==> config.mk <==
export PLATFORM = sky130hd
export DESIGN_NAME = d_fork_eager_flat
export DESIGN_NICKNAME = d
export VERILOG_FILES = /design/src/rtl/cgra_stream_pkg.sv /design/src/rtl/d_fork_eager_if.sv /design/src/rtl/d_fork_eager.sv /design/src/flat_wrapper.sv
export SDC_FILE = /design/constraint.sdc
export NUM_CORES = 1
export LEC_CHECK = 0
export CORE_ASPECT_RATIO = 0.75
export CORE_MARGIN = 4
export CORE_UTILIZATION = 43
export CTS_BUF_LIST = sky130_fd_sc_hd__clkbuf_4
export CTS_CLUSTER_DIAMETER = 80
export CTS_CLUSTER_SIZE = 12
export DETAILED_ROUTE_END_ITERATION = 8
export PLACE_DENSITY = 0.93
export RECOVER_POWER = 50
export SLEW_MARGIN = 20
export SYNTH_ARGS = -nofsm -noshare
export SYNTH_HDL_FRONTEND = slang
export SYNTH_SLANG_ARGS = --single-unit
==> constraint.sdc <==
create_clock -name clock -period 2.4 [get_ports clock]
set_clock_uncertainty 0.15 [all_clocks]
set_input_delay 0.36 -clock clock [delete_from_list [all_inputs] [get_ports clock]]
set_output_delay 0.36 -clock clock [all_outputs]
set_load 0.03 [all_outputs]
==> src/rtl/cgra_stream_pkg.sv <==
// Shared definitions for CGRA stream stages (fork, join, merge).
package cgra_stream_pkg;

  localparam int DATA_WIDTH_DEFAULT = 32;
  localparam int MAX_FORK_OUT       = 8;

  typedef enum logic {
    FORK_EMPTY = 1'b0,
    FORK_HOLD  = 1'b1
  } fork_state_e;

  // True when every lane is either already served or served this cycle.
  // Callers tie unused upper lanes of `sent` to 1 so they never block.
  function automatic logic all_served(input logic [MAX_FORK_OUT-1:0] sent,
                                      input logic [MAX_FORK_OUT-1:0] served_now);
    return &(sent | served_now);
  endfunction

endpackage

==> src/rtl/d_fork_eager_if.sv <==
// Handshake bundle for the eager fork: upstream token port plus fan-out port.
interface d_fork_eager_if #(
  parameter int DATA_WIDTH = 32,
  parameter int NUM_OUT    = 2
);
  logic [DATA_WIDTH-1:0] din;
  logic                  din_v;
  logic                  din_r;
  logic [DATA_WIDTH-1:0] dout;
  logic [NUM_OUT-1:0]    dout_v;
  logic [NUM_OUT-1:0]    dout_r;

  // Fork stage side
  modport slave (
    input  din, din_v, dout_r,
    output din_r, dout, dout_v
  );

  // Environment side: upstream FIFO and downstream consumers
  modport master (
    output din, din_v, dout_r,
    input  din_r, dout, dout_v
  );
endinterface

==> src/rtl/d_fork_eager.sv <==
// Eager fork: holds one token and broadcasts it to NUM_OUT branches, each of
// which completes independently. The token retires once every branch has
// taken it, and a new token may be accepted in that same retire cycle.
//
// state      | meaning
// FORK_EMPTY | no token held, din_r=1
// FORK_HOLD  | token held on dout, unserved branches see dout_v
module d_fork_eager
  import cgra_stream_pkg::*;
#(
  parameter int DATA_WIDTH = DATA_WIDTH_DEFAULT,
  parameter int NUM_OUT    = 2,
  parameter int CNT_WIDTH  = 16
) (
  input  logic                 clock,
  input  logic                 reset,
  d_fork_eager_if.slave        io,
  output logic                 busy,
  output logic [CNT_WIDTH-1:0] tok_count
);

  fork_state_e           state_q, state_d;
  logic [DATA_WIDTH-1:0] hold_data_q, hold_data_d;
  logic [NUM_OUT-1:0]    sent_q, sent_d;
  logic [CNT_WIDTH-1:0]  tok_count_q, tok_count_d;

  logic                    hold_valid;
  logic [NUM_OUT-1:0]      dout_v;
  logic [NUM_OUT-1:0]      served_now;
  logic [MAX_FORK_OUT-1:0] sent_pad;
  logic [MAX_FORK_OUT-1:0] served_pad;
  logic                    done_now;
  logic                    din_r;

  // Handshake decode: per-branch valid from held state only, retire detect
  always_comb begin
    hold_valid = (state_q == FORK_HOLD);
    dout_v     = hold_valid ? ~sent_q : '0;
    served_now = dout_v & io.dout_r;
    sent_pad   = '1;
    sent_pad[NUM_OUT-1:0] = sent_q;
    served_pad = '0;
    served_pad[NUM_OUT-1:0] = served_now;
    done_now   = hold_valid & all_served(sent_pad, served_pad);
    din_r      = ~hold_valid | done_now;
  end

  // Next-state: accept, track served branches, retire and count
  always_comb begin
    state_d     = state_q;
    hold_data_d = hold_data_q;
    sent_d      = sent_q;
    tok_count_d = tok_count_q;
    case (state_q)
      FORK_EMPTY: begin
        if (io.din_v) begin
          hold_data_d = io.din;
          sent_d      = '0;
          state_d     = FORK_HOLD;
        end
      end
      FORK_HOLD: begin
        sent_d = sent_q | served_now;
        if (done_now) begin
          tok_count_d = tok_count_q + CNT_WIDTH'(1);
          sent_d      = '0;
          if (io.din_v) begin
            hold_data_d = io.din;
          end else begin
            state_d = FORK_EMPTY;
          end
        end
      end
      default: state_d = FORK_EMPTY;
    endcase
  end

  // State registers with synchronous reset
  always_ff @(posedge clock) begin
    if (reset) begin
      state_q     <= FORK_EMPTY;
      hold_data_q <= '0;
      sent_q      <= '0;
      tok_count_q <= '0;
    end else begin
      state_q     <= state_d;
      hold_data_q <= hold_data_d;
      sent_q      <= sent_d;
      tok_count_q <= tok_count_d;
    end
  end

  assign io.dout   = hold_data_q;
  assign io.dout_v = dout_v;
  assign io.din_r  = din_r;
  assign busy      = hold_valid;
  assign tok_count = tok_count_q;

endmodule

==> src/flat_wrapper.sv <==
// flat-port wrapper written by rule: the top's interface ports become plain ports
module d_fork_eager_flat import cgra_stream_pkg::*;
#(
  parameter int DATA_WIDTH = DATA_WIDTH_DEFAULT,
  parameter int NUM_OUT    = 2,
  parameter int CNT_WIDTH  = 16
)
  (clock, reset, busy, tok_count, io_din, io_din_v, io_dout_r, io_din_r, io_dout, io_dout_v);
  d_fork_eager_if #(.DATA_WIDTH(DATA_WIDTH), .NUM_OUT(NUM_OUT)) io_i ();
  input  logic clock;
  input  logic reset;
  output logic busy;
  output logic [CNT_WIDTH-1:0] tok_count;
  input wire logic [$bits(io_i.din)-1:0] io_din;
  input wire logic [$bits(io_i.din_v)-1:0] io_din_v;
  input wire logic [$bits(io_i.dout_r)-1:0] io_dout_r;
  output wire logic [$bits(io_i.din_r)-1:0] io_din_r;
  output wire logic [$bits(io_i.dout)-1:0] io_dout;
  output wire logic [$bits(io_i.dout_v)-1:0] io_dout_v;
  assign io_i.din = io_din;
  assign io_i.din_v = io_din_v;
  assign io_i.dout_r = io_dout_r;
  assign io_din_r = io_i.din_r;
  assign io_dout = io_i.dout;
  assign io_dout_v = io_i.dout_v;
  d_fork_eager #(.DATA_WIDTH(DATA_WIDTH), .NUM_OUT(NUM_OUT), .CNT_WIDTH(CNT_WIDTH)) u_core (.clock(clock), .reset(reset), .io(io_i), .busy(busy), .tok_count(tok_count));
endmodule
==> out/metrics.csv <==
metric,value,unit
outcome,"finished, final reports clean",
start_util,44.46,%
r2r_end,u_core.tok_count[15],
place_congestion,0.8174,
row_count,21,
die_w,86.25,um
die_area,0.005751,mm^2
instances_no_fill,391,
wl_per_cell,13.56,um
period_share,90.03,%
drt_iter0_drc,95,
rr_worst_depth,4,
layout.area.seq,0.001021,mm^2
final.setup.worst_slack,0.2393,ns
cts_root_buffer,clkbuf_4,
grt_use_total,17.78,%
p_leak,1.121,nW
grt-ovfl-total,0,
dp_slack,-0.1073,ns
final_cell_mix,"clkdlybuf4s50_1 (77), nand2_1 (70), dfxtp_1 (51)",
power_switching,452.6,uW
io_pins,89,
clkSinkCount,51,
clock_latency,0.35,ns
netlist_instances,242,
crit_arrival,1.65,ns
r2r-start,u_core.tok_count[2],
setup_viol,0,
post_cts_resized,0,
placed_area,0.002970,mm^2
postCtsSetupBuffers,0,
power_density,561.0,mW/mm^2
dpl.hpwl,3.816,mm
grt_max_degree,33,
grt_pass1_wl,8.211,mm
wirelength,5.303,mm
cts_tree,built,
hold_depth,2,
fin_crit,2.161,ns
finalHoldViolCount,0,
vias_per_cell,5.018,
hold_path_startpoint,reset,
synth_cell_types,30,
ff2ff_setup_slack,0.27,ns
syn_to_final_growth,53.36,%
synth_area,0.001974,mm^2
dpl.cell_count,383,
ys_ff_latch,51,
rsz0062_at_grt,false,
core,0.004441,mm^2
cts_hold_buf,0,
clock_path_buffers,2,
ir_worst_vdd,0.4319,mV
fillers,371,
p_int,1.246,mW
end_kind,output port,
worstMarginPinSlew,0.6535,ns
min_path_type,in -> reg,
antenna_cells,0,
port_buffers,88,
numCtsBuffers,5,
drt_first_pass_iters,4,
switching_share,26.65,%
cap_viol_max_count,0,
grt_pass1_vias,1809,
die_h,66.69,um
fin_area,0.003028,mm^2
layout-drive-gt1-share,6.587,%
syn_nets,280,
vias,1962,
final_common_cell,clkdlybuf4s50_1,
holdPathEnd,u_core.io.dout[30],
yosysSeqAreaShare,51.71,%
crit_type,in -> out,
htree_levels,2,
cts.reportedPaths.clkPinSlew,0.14,ns
combPwrFrac,19.2,%
drc,0,
path_max_fanout,11,
syn_area_per_cell,8.159,um^2
power_frac_clock,27.6,%
finalCoreUtilization,68.19,%
nets,371,
slew_violations,0,
cp-start-kind,primary input,
antenna_found_initial,0,
required,1.89,ns
ys.warnings.count,0,
multi_input_area,879.6,um^2
ant_nets,0,
relSlewSlack,56.44,%
seq_power_share,53.2,%
fmax,462.8,MHz
synth_stat cells:
library cell	number	share of area (%)
and4_1	1	0.44
or4_1	2	0.76
o22ai_1	1	0.32
or3_1	4	1.3
nor4_1	3	0.95
mux2i_1	2	1.0
a21boi_1	1	0.38
clkbuf_2	1	0.25
nand3_4	1	0.89
xor2_1	3	1.3
clkbuf_1	12	2.3
o22a_1	1	0.44
inv_1	3	0.57
nand3_1	4	1.0
o21ai_0	5	1.3
ha_1	1	0.63
nor3_1	2	0.51
o221a_2	1	0.57
xnor2_1	6	2.7
dfxtp_1	51	52
buf_6	1	0.57
nor2_1	15	2.9
a21oi_1	39	9.9
buf_2	1	0.25
a32oi_1	2	0.89
nand2_1	70	13
nand4_1	5	1.6
o21ai_1	1	0.25
o31ai_1	1	0.38
or3_2	2	0.76
critical path, cell delays in order:
cell             delay [ns]
clkdlybuf4s50_1        0.43
o22ai_1                0.17
clkbuf_1               0.36
nand2_1                0.09
dlymetal6s2s_1         0.25
cells by family (layout without fill, tap and decap cells):
family,Yosys count,count (layout),synth area share (%)
flops,51,51,51.71
mux,2,2,1.014
buf+inv,18,110,3.928
xor+xnor,9,9,3.993
fa+ha+maj,1,1,0.6336
compound gates,52,52,14.39
simple gates,109,109,24.33
registers in the layout, summed over array words and instances, names as in the netlist:
| register | flops |
|---|---|
| u_core.sent_q | 2 |
| u_core.io.dout | 32 |
| u_core.tok_count | 16 |
| u_core.busy | 1 |
metal layers:
metal	vias to the layer above	global-route usage, %	wire length, um
li1	993	-	-
met1	904	22.07	2336
met2	63	29.52	2516
met3	2	5.810	431
met4	0	5.253	18
met5	-	0	0
per-stage QoR:
step | power [mW] | setup TNS, ns | hold WS (ns)
2_1_floorplan | 1.086 | 0 | 0.3274
3_3_place_gp | 1.253 | -0.1641 | 0.2906
3_5_place_dp | 1.259 | -0.2140 | 0.2965
4_1_cts | 1.722 | 0 | 0.2255
5_1_grt | 1.774 | 0 | 0.2369
6_report | 1.699 | 0 | 0.2475
power by group through the flow:
| stage | Sequential (mW) | Clock [mW] | Combinational (mW) |
|---|---|---|---|
| after floorplan | 0.989 | 0 | 0.0971 |
| after global placement | 0.920 | 0 | 0.332 |
| after detailed placement | 0.923 | 0 | 0.337 |
| after CTS | 0.904 | 0.481 | 0.338 |
| after global routing | 0.909 | 0.520 | 0.345 |
| final | 0.903 | 0.470 | 0.325 |
cell type report:
| class | instances | area share (%) |
|---|---|---|
| Clock inverter | 3 | 1.281 |
| Sequential cell | 51 | 33.72 |
| Clock buffer | 5 | 1.240 |
| Multi-Input combinational cell | 173 | 29.05 |
| Tap cell | 57 | 2.355 |
| Timing Repair Buffer | 99 | 31.98 |
| Inverter | 3 | 0.3719 |
worst max path at each step:
stage / slack [ns] / to / startpoint
2_1_floorplan: 0.15 / u_core.tok_count[15] / u_core.busy
3_3_place_gp: -0.09 / u_core.tok_count[15] / io_dout_r[1]
3_5_place_dp: -0.11 / u_core.tok_count[15] / io_dout_r[1]
4_1_cts: 0.03 / io_din_r / io_dout_r[1]
5_1_grt: 0.10 / u_core.io.dout[22] / u_core.sent_q[1]
6_report: 0.24 / io_din_r / io_dout_r[0]
Note: power is estimated with default switching activity, not from simulation.
